===== src/rtl/fetch_stage_pkg.sv =====
// Shared constants and types for the instruction-fetch stage.
package fetch_stage_pkg;

   localparam int unsigned XLEN_DEFAULT      = 32;
   localparam logic [31:0] RESET_PC_DEFAULT  = 32'h0000_0000;
   localparam logic [31:0] NOP_INSTR_DEFAULT = 32'h0000_0013;  // addi x0,x0,0

   // Fetch controller states (2-bit encoding).
   typedef enum logic [1:0] {
      ST_ISSUE = 2'd0,  // present pc to memory
      ST_WAIT  = 2'd1,  // one request outstanding
      ST_KILL  = 2'd2,  // outstanding request redirected away; drop its response
      ST_HOLD  = 2'd3   // instruction parked while IF/ID is stalled
   } fetch_state_e;

   // Strobes from the controller to the pc/req_pc/hold_instr datapath.
   typedef struct packed {
      logic req_valid;    // drive imem_req_valid
      logic load_req_pc;  // req_pc <= pc (request accepted)
      logic load_target;  // pc <= pctargete (redirect)
      logic load_seq;     // pc <= req_pc + 4 (instruction consumed)
      logic load_hold;    // hold_instr <= imem_rsp_data
      logic sel_rsp;      // present imem_rsp_data as a real instruction
      logic sel_hold;     // present hold_instr as a real instruction
   } fetch_ctrl_t;

endpackage


===== src/rtl/fetch_stage_if.sv =====
// Instruction-memory request/response channel (fetch side is master).
interface fetch_stage_if
   import fetch_stage_pkg::*;
#(
   parameter int unsigned XLEN = XLEN_DEFAULT
) ();

   logic            imem_req_valid;
   logic            imem_req_ready;
   logic [XLEN-1:0] imem_addr;
   logic            imem_rsp_valid;
   logic [31:0]     imem_rsp_data;

   modport master (
      output imem_req_valid,
      output imem_addr,
      input  imem_req_ready,
      input  imem_rsp_valid,
      input  imem_rsp_data
   );

   modport slave (
      input  imem_req_valid,
      input  imem_addr,
      output imem_req_ready,
      output imem_rsp_valid,
      output imem_rsp_data
   );

endinterface


===== src/rtl/fetch_stage_ctrl_fsm.sv =====
// Fetch controller: state register plus next-state and datapath strobe decode.
module fetch_ctrl_fsm
   import fetch_stage_pkg::*;
(
   input  logic        clk,
   input  logic        rst_n,
   input  logic        i_pcsrce,
   input  logic        i_stallf,
   input  logic        i_req_ready,
   input  logic        i_rsp_valid,
   output fetch_ctrl_t o_ctrl
);

   fetch_state_e r_state;
   fetch_state_e w_next;

   // Next state and strobes; a redirect outranks a stall in every state.
   always_comb begin
      // NOTE: every output gets a default before the case so no path leaves it unassigned (no latches).
      w_next = r_state;
      o_ctrl = '0;
      case (r_state)
         ST_ISSUE: begin
            // A response seen here belongs to a request from before reset; ignore it.
            o_ctrl.req_valid = !i_pcsrce;
            if (i_pcsrce) begin
               o_ctrl.load_target = 1'b1;
            end else if (i_req_ready) begin
               o_ctrl.load_req_pc = 1'b1;
               w_next             = ST_WAIT;
            end
         end
         ST_WAIT: begin
            if (i_rsp_valid) begin
               if (i_pcsrce) begin
                  o_ctrl.load_target = 1'b1;
                  w_next             = ST_ISSUE;
               end else begin
                  o_ctrl.sel_rsp = 1'b1;
                  if (!i_stallf) begin
                     o_ctrl.load_seq = 1'b1;
                     w_next          = ST_ISSUE;
                  end else begin
                     o_ctrl.load_hold = 1'b1;
                     w_next           = ST_HOLD;
                  end
               end
            end else if (i_pcsrce) begin
               o_ctrl.load_target = 1'b1;
               w_next             = ST_KILL;
            end
         end
         ST_KILL: begin
            // Later redirects keep overwriting pc; the last one wins.
            if (i_pcsrce) o_ctrl.load_target = 1'b1;
            if (i_rsp_valid) w_next = ST_ISSUE;
         end
         ST_HOLD: begin
            o_ctrl.sel_hold = 1'b1;
            if (i_pcsrce) begin
               o_ctrl.load_target = 1'b1;
               w_next             = ST_ISSUE;
            end else if (!i_stallf) begin
               o_ctrl.load_seq = 1'b1;
               w_next          = ST_ISSUE;
            end
         end
         default: w_next = ST_ISSUE;
      endcase
   end

   // State register.
   always_ff @(posedge clk or negedge rst_n) begin
      // NOTE: sequential state uses non-blocking assignments so all flops update from pre-edge values.
      if (!rst_n) r_state <= ST_ISSUE;
      else        r_state <= w_next;
   end

endmodule


===== src/rtl/fetch_stage.sv =====
// Instruction-fetch stage: owns the fetch PC, talks to imem, feeds IF/ID.
module fetch_stage
   import fetch_stage_pkg::*;
#(
   parameter int unsigned     XLEN      = XLEN_DEFAULT,
   parameter logic [XLEN-1:0] RESET_PC  = XLEN'(RESET_PC_DEFAULT),
   parameter logic [31:0]     NOP_INSTR = NOP_INSTR_DEFAULT
) (
   input  logic              clk,
   input  logic              rst_n,
   input  logic              stallf,
   input  logic              pcsrce,
   input  logic [XLEN-1:0]   pctargete,
   fetch_stage_if.master     imem,
   output logic [31:0]       instrf,
   output logic [XLEN-1:0]   pcf,
   output logic [XLEN-1:0]   pcplus4f,
   output logic              validf,
   output logic              fetch_busyf
);

   logic [XLEN-1:0] r_pc;          // next address to fetch
   logic [XLEN-1:0] r_req_pc;      // address of the outstanding or held request
   logic [31:0]     r_hold_instr;  // instruction parked during a stall
   fetch_ctrl_t     w_ctrl;
   logic [XLEN-1:0] w_req_pc_plus4;

   fetch_ctrl_fsm u_ctrl (
      .clk         (clk),
      .rst_n       (rst_n),
      .i_pcsrce    (pcsrce),
      .i_stallf    (stallf),
      .i_req_ready (imem.imem_req_ready),
      .i_rsp_valid (imem.imem_rsp_valid),
      .o_ctrl      (w_ctrl)
   );

   // Address arithmetic wraps modulo 2^XLEN.
   assign w_req_pc_plus4 = r_req_pc + XLEN'(4);

   // PC, request-PC and hold-buffer registers driven by controller strobes.
   always_ff @(posedge clk or negedge rst_n) begin
      if (!rst_n) begin
         r_pc         <= RESET_PC;
         r_req_pc     <= RESET_PC;
         r_hold_instr <= NOP_INSTR;
      end else begin
         if (w_ctrl.load_target)   r_pc <= pctargete;
         else if (w_ctrl.load_seq) r_pc <= w_req_pc_plus4;
         if (w_ctrl.load_req_pc)   r_req_pc <= r_pc;
         if (w_ctrl.load_hold)     r_hold_instr <= imem.imem_rsp_data;
      end
   end

   // Instruction mux: live response, held word, or NOP bubble.
   always_comb begin
      instrf = NOP_INSTR;
      if (w_ctrl.sel_rsp)       instrf = imem.imem_rsp_data;
      else if (w_ctrl.sel_hold) instrf = r_hold_instr;
   end

   // No request may leave while reset is asserted.
   assign imem.imem_req_valid = w_ctrl.req_valid & rst_n;
   assign imem.imem_addr      = r_pc;

   assign validf      = w_ctrl.sel_rsp | w_ctrl.sel_hold;
   assign fetch_busyf = ~validf;
   assign pcf         = r_req_pc;
   assign pcplus4f    = w_req_pc_plus4;

endmodule


===== src/flat_wrapper.sv =====
// flat-port wrapper written by rule: the top's interface ports become plain ports
module fetch_stage_flat import fetch_stage_pkg::*;
#(
   parameter int unsigned     XLEN      = XLEN_DEFAULT,
   parameter logic [XLEN-1:0] RESET_PC  = XLEN'(RESET_PC_DEFAULT),
   parameter logic [31:0]     NOP_INSTR = NOP_INSTR_DEFAULT
)
  (clk, rst_n, stallf, pcsrce, pctargete, instrf, pcf, pcplus4f, validf, fetch_busyf, imem_imem_req_valid, imem_imem_addr, imem_imem_req_ready, imem_imem_rsp_valid, imem_imem_rsp_data);
  fetch_stage_if #(.XLEN(XLEN)) imem_i ();
  input  logic clk;
  input  logic rst_n;
  input  logic stallf;
  input  logic pcsrce;
  input  logic [XLEN-1:0] pctargete;
  output logic [31:0] instrf;
  output logic [XLEN-1:0] pcf;
  output logic [XLEN-1:0] pcplus4f;
  output logic validf;
  output logic fetch_busyf;
  output wire logic [$bits(imem_i.imem_req_valid)-1:0] imem_imem_req_valid;
  output wire logic [$bits(imem_i.imem_addr)-1:0] imem_imem_addr;
  input wire logic [$bits(imem_i.imem_req_ready)-1:0] imem_imem_req_ready;
  input wire logic [$bits(imem_i.imem_rsp_valid)-1:0] imem_imem_rsp_valid;
  input wire logic [$bits(imem_i.imem_rsp_data)-1:0] imem_imem_rsp_data;
  assign imem_imem_req_valid = imem_i.imem_req_valid;
  assign imem_imem_addr = imem_i.imem_addr;
  assign imem_i.imem_req_ready = imem_imem_req_ready;
  assign imem_i.imem_rsp_valid = imem_imem_rsp_valid;
  assign imem_i.imem_rsp_data = imem_imem_rsp_data;
  fetch_stage #(.XLEN(XLEN), .RESET_PC(RESET_PC), .NOP_INSTR(NOP_INSTR)) u_core (.clk(clk), .rst_n(rst_n), .stallf(stallf), .pcsrce(pcsrce), .pctargete(pctargete), .imem(imem_i), .instrf(instrf), .pcf(pcf), .pcplus4f(pcplus4f), .validf(validf), .fetch_busyf(fetch_busyf));
endmodule

===== config.mk =====
export PLATFORM = sky130hd
export DESIGN_NAME = fetch_stage_flat
export DESIGN_NICKNAME = d
export VERILOG_FILES = /design/src/rtl/fetch_stage_pkg.sv /design/src/rtl/fetch_stage_if.sv /design/src/rtl/fetch_stage_ctrl_fsm.sv /design/src/rtl/fetch_stage.sv /design/src/flat_wrapper.sv
export SDC_FILE = /design/constraint.sdc
export NUM_CORES = 1
export LEC_CHECK = 0
export ABC_AREA = 1
export BUFFER_PORTS_ARGS = -buffer_cell sky130_fd_sc_hd__buf_2
export CAP_MARGIN = 10
export CORE_MARGIN = 2
export CORE_UTILIZATION = 30
export CTS_CLUSTER_SIZE = 10
export DETAILED_ROUTE_END_ITERATION = 6
export SLEW_MARGIN = 15
export SYNTH_ARGS = -nofsm -noshare
export SYNTH_HDL_FRONTEND = slang
export SYNTH_SLANG_ARGS = --single-unit

===== constraint.sdc =====
create_clock -name clk -period 3 [get_ports clk]
set_input_delay 0.15 -clock clk [delete_from_list [all_inputs] [get_ports clk]]
set_output_delay 0.15 -clock clk [all_outputs]
set_load 0.1 [all_outputs]

== Word level (Yosys, flattened, before mapping) ==
Index checks and enable logic that the tools add are counted.
Operators by class
  reductions and logical operators: 5
  mux-type cells: 27
  bitwise logic cells: 3
  equal/unequal tests: 8
  add/sub/neg operators: 1
Operator list (count)
  two-way mux 32 bit: 4
  adder 32 x 3 -> 32 bit, second input constant: 1
  two-way mux 2 bit: 11
  two-way mux 1 bit: 8
  one-hot mux 2 bit (4 select lines): 1
  two-way mux 3 bit: 2
  != test 2 bit, second input constant: 3
  != test 3 bit, second input constant: 2
  AND reduction 5 bit: 1
  equality test 2 bit, second input constant: 2
  OR reduction 4 bit: 1
  equality test 2 x 1 -> 1 bit, second input constant: 1
  logical NOT 2 bit: 1
  one-hot mux 1 bit (2 select lines): 1
  nonzero test 2 bit: 1
  AND 1 bit: 1
  logical NOT 1 bit: 1
  inverter 1 bit: 1
  bitwise OR 1 bit: 1
Word-level totals
  register bits: 98
  bits of input ports: 70

== Logic depth before layout (Yosys ltp) ==
  depth after elaboration: 6
  depth in mapped cells: 10
  mapped depth without buffers: 10

== Modules after synthesis ==
A second synthesis with hierarchy kept.
Second synthesis, totals
  cell total of the unflattened synthesis: 667
  area total of the unflattened synthesis: 5296.3 µm²
By module, submodules not included
  fetch_stage: cells an instance 630, area an instance 5081.1 µm², times used 1, sequential area each 2406.1 µm²
  fetch_ctrl_fsm: cells an instance 37, area an instance 215.2 µm², times used 1, sequential area each 50.0 µm²

== Worst setup path after synthesis ==
Ideal clock, no wire load.
  kind: reg2reg
  start: register u_core.r_req_pc[2] (netlist: u_core.pcf[2])
  end: register u_core.r_pc[7] (netlist: u_core.imem.imem_addr[7])
  setup time: 87 ps
  cell stages (with the launch flop): 7
  slack: -1098 ps
  arrival time: 4011 ps
  period minus slack after synthesis: 4098 ps
  required time: 2913 ps
  cell sequence: dfrtp_1 -> inv_1 -> nor2_8 -> nand2_4 -> xnor2_1 -> nand2_1 -> o211ai_1
On the way
  longest elaborated chain between the ends: 3
RTL lines
  start, declared: RTL line fetch_stage.sv:23  | logic [XLEN-1:0] r_req_pc;
  start signal, assigned: RTL line fetch_stage.sv:50  | if (w_ctrl.load_req_pc) r_req_pc <= r_pc;
  adder 32 x 3 -> 32 bit: RTL line fetch_stage.sv:39  | assign w_req_pc_plus4 = r_req_pc + XLEN'(4);
  named net pcplus4f[7]: RTL line flat_wrapper.sv:17  | output logic [XLEN-1:0] pcplus4f;
  two-way mux 32 bit: RTL line fetch_stage.sv:49  | else if (w_ctrl.load_seq) r_pc <= w_req_pc_plus4;
  two-way mux 32 bit: RTL line fetch_stage.sv:48  | if (w_ctrl.load_target) r_pc <= pctargete;
  end signal, assigned: RTL line fetch_stage.sv:48
  end signal, assigned: RTL line fetch_stage.sv:49
  end, declared: RTL line fetch_stage.sv:22  | logic [XLEN-1:0] r_pc;
The timed path passes the listed nets, and every way through them passes these cells. The select of a mux whose other input is x is not followed.
A chain may end at the register's enable or synchronous reset.

== Worst setup path after layout ==
  start: register u_core.r_req_pc[2] (netlist: u_core.pcf[2])
  end: output pcplus4f[24]
On the way
  longest elaborated chain between the ends: 1
RTL lines (RTL line)
  adder 32 x 3 -> 32 bit: fetch_stage.sv:39
  end, declared: flat_wrapper.sv:17
No other way between the ends.

==> impl_metrics.yaml <==
final_layout:
  fin_cells: 1150
  multi_input_area_um2: 2550
  fin_util: 0.400
  layout.nets: 987
  regArea_um2: 2460
  area_delta_synth_final_pct: 31.4
  drive_gt1_frac: 0.302
  n_fill_cell: 1863
worst_hold_path:
  hold_path_class: "in -> reg"
  hp-start: "imem_imem_rsp_data[11]"
  worstHoldEndpoint: "u_core.r_hold_instr[11]"
  hold_depth: 3
timing:
  tightest_slew_ns: 0.805
  finClkSkew_ns: 0.0135
  final-hold-violation-count: 0
  rsz0062_at_grt: "no"
  setup_viol: 0
  finalCritPeriodShare: 0.882
  slew_viol_final: 0
  maxSlewHeadroom: 0.462
  final.min_clock_period_ns: 2.65
  max_freq_mhz: 378
  worst_slack_ns: 0.354
yosys:
  synthesis.area_um2: 5430
  yosysUniqueCellTypes: 35
  synth_edf_count: 0
  ys_seq_area_frac: 0.452
  synth_ff_type: "dfrtp_1"
  synth_top_area_cell: "dfrtp_1"
  synth_seq_cells: 98
  synth_top_area_share: 0.438
  synthTopCellsByArea: "dfrtp_1 44%, nand2_1 17%, o21ai_0 10%"
  synthCells: 726
  syn_nets: 797
  yosysWarnings: 0
  syn_avg_cell_area_um2: 7.48
  postSynth.asyncResetShare: 1.00
floorplan:
  rows: 49
  coreArea_um2: 17800
  io_pins: 201
  initial_core_util: 0.305
  die_h_um: 139
  die_area_um2: 19200
  die_width_um: 139
clock_tree:
  cts_setup_buffers: 0
  numCtsBuffers: 9
  cts_resized: 0
  cts.root.buffer_cell: "clkbuf_16"
  hold_buffers: 1
  cts_buffer_depth: 2
  cts_max_level: 3
  cts_tree: "built"
  clkSinkCount: 98
  clk_latency_ns: 0.35
  cts.clk_slew.worst_paths_ns: 0.07
global_routing:
  antenna_found_initial: 1
  grt_pass1_wl_mm: 25.7
  overflow: 0
  grtUsageTotal: 0.167
  grt_pass1_vias: 4980
  grt_max_degree: 65
setup_path:
  r2r_cells: 8
  r2r-end: "u_core.imem.imem_addr[24]"
  criticalPathCategory: "reg -> out"
  slowest_stage: "buf_2"
  path_cells: "ha_1 -> nand3_2 -> nor2_1 -> inv_1 -> nor2_1 -> nand2_1 -> nand2_1 -> and2_1 -> buf_2"
  cp_slowest_stage_delay_ns: 0.43
  r2r_start: "u_core.pcf[2]"
  cp-end-kind: "output port"
  cp_data_required_time_ns: 2.85
  cp_max_fo: 5
  rrSetupSlack_ns: 1.16
  startpoint_type: "register"
  worst-endpoint-arrival_ns: 2.50
place:
  dpl.cell_count: 1133
  place_ws_ns: 0.687
  dp_hpwl_mm: 11.7
  gp_congestion: 0.804
  port_buffers: 200
route:
  drt-total-wl_mm: 15.8
  via_per_inst: 4.42
  first_pass_iters: 4
  via_count: 5087
  first_iter_violations: 197
  drc_errors: 0
  wl_per_cell_um: 13.7
  ant_nets: 0
flow_run:
  cap_violations: 0
run_status:
  status: "finished, final reports clean"
-- cells by family (layout without fill, tap and decap cells) --
family / Yosys count / count (layout) / share of synthesized area
buffers and inverters: 140 / 334 / 0.105
XOR/XNOR: 15 / 15 / 0.0352
adder cells (fa/ha/maj): 1 / 1 / 0.00230
AND/OR/NAND/NOR: 338 / 338 / 0.272
other: 0 / 1 / 0
multiplexers: 3 / 3 / 0.00622
AO/OA/AOI/OAI: 131 / 131 / 0.127
flip-flops: 98 / 98 / 0.452
-- layout by cell type (no fill, tap or decap), types with 6 or more instances in the layout --
cell	instances
nor2_1	44
o211ai_1	6
dfrtp_1	94
nand2_2	14
o21ai_0	110
buf_4	9
nand3b_1	7
nand3_1	9
inv_1	106
nand2_1	245
buf_2	199
clkbuf_16	9
-- worst max path at each step --
stage | start | endpoint | cells after the start
after global placement | u_core.pcf[2] | pcplus4f[24] | 9
after floorplan | u_core.u_ctrl.r_state[0] | instrf[24] | 4
after CTS | u_core.pcf[2] | pcplus4f[24] | 9
final | u_core.pcf[2] | pcplus4f[24] | 9
after global routing | u_core.pcf[2] | pcplus4f[24] | 9
after detailed placement | u_core.pcf[2] | pcplus4f[24] | 9
-- sequential cells by signal, indices dropped and copies added, names as in the netlist --
signal / count
u_core.pcf: 32
u_core.u_ctrl.r_state: 2
u_core.r_hold_instr: 32
u_core.imem.imem_addr: 32
-- layer usage --
metal	wire [µm]	GRT usage
met1	7210	0.215
met3	1170	0.0518
met5	0	0
met4	150	0.0349
met2	7220	0.278
-- Yosys cell counts (7+ instances only) --
library cell and number:
nor2_1 45, dfrtp_1 95, buf_4 8, nand3_1 9, buf_2 12, xor2_2 7, nand2_1 253, nand3b_1 7
inv_1 107, clkbuf_1 10, o21ai_0 113
-- metrics by stage --
stage | hold WS, ns | cell area, µm² | TNS, ns
after floorplan | -0.146 | 5570 | -0.886
after global placement | 0.354 | 6770 | 0
after detailed placement | 0.351 | 6770 | 0
after CTS | 0.00297 | 7140 | 0
after global routing | 0.0187 | 7140 | 0
final | 0.0209 | 7140 | 0
-- layout make-up --
type,instances,share of cell area
clock buffer,10,0.0321
antenna,1,0.000351
tap,229,0.0401
sequential,98,0.344
clock inverter,5,0.0179
timing repair buffer,209,0.150
inverter,110,0.0584
multi-input combinational,488,0.357
-- critical path, delay by kind of cell, from the launching register on --
family	cells	cell delay, ns
simple gates	6	0.99
flops	1	0.41
fa+ha+maj	1	0.24
buf+inv	2	0.51
Power is left out: the tool's default activity adds up to more than one toggle a clock period on the data nets, which glitch-free logic cannot reach.
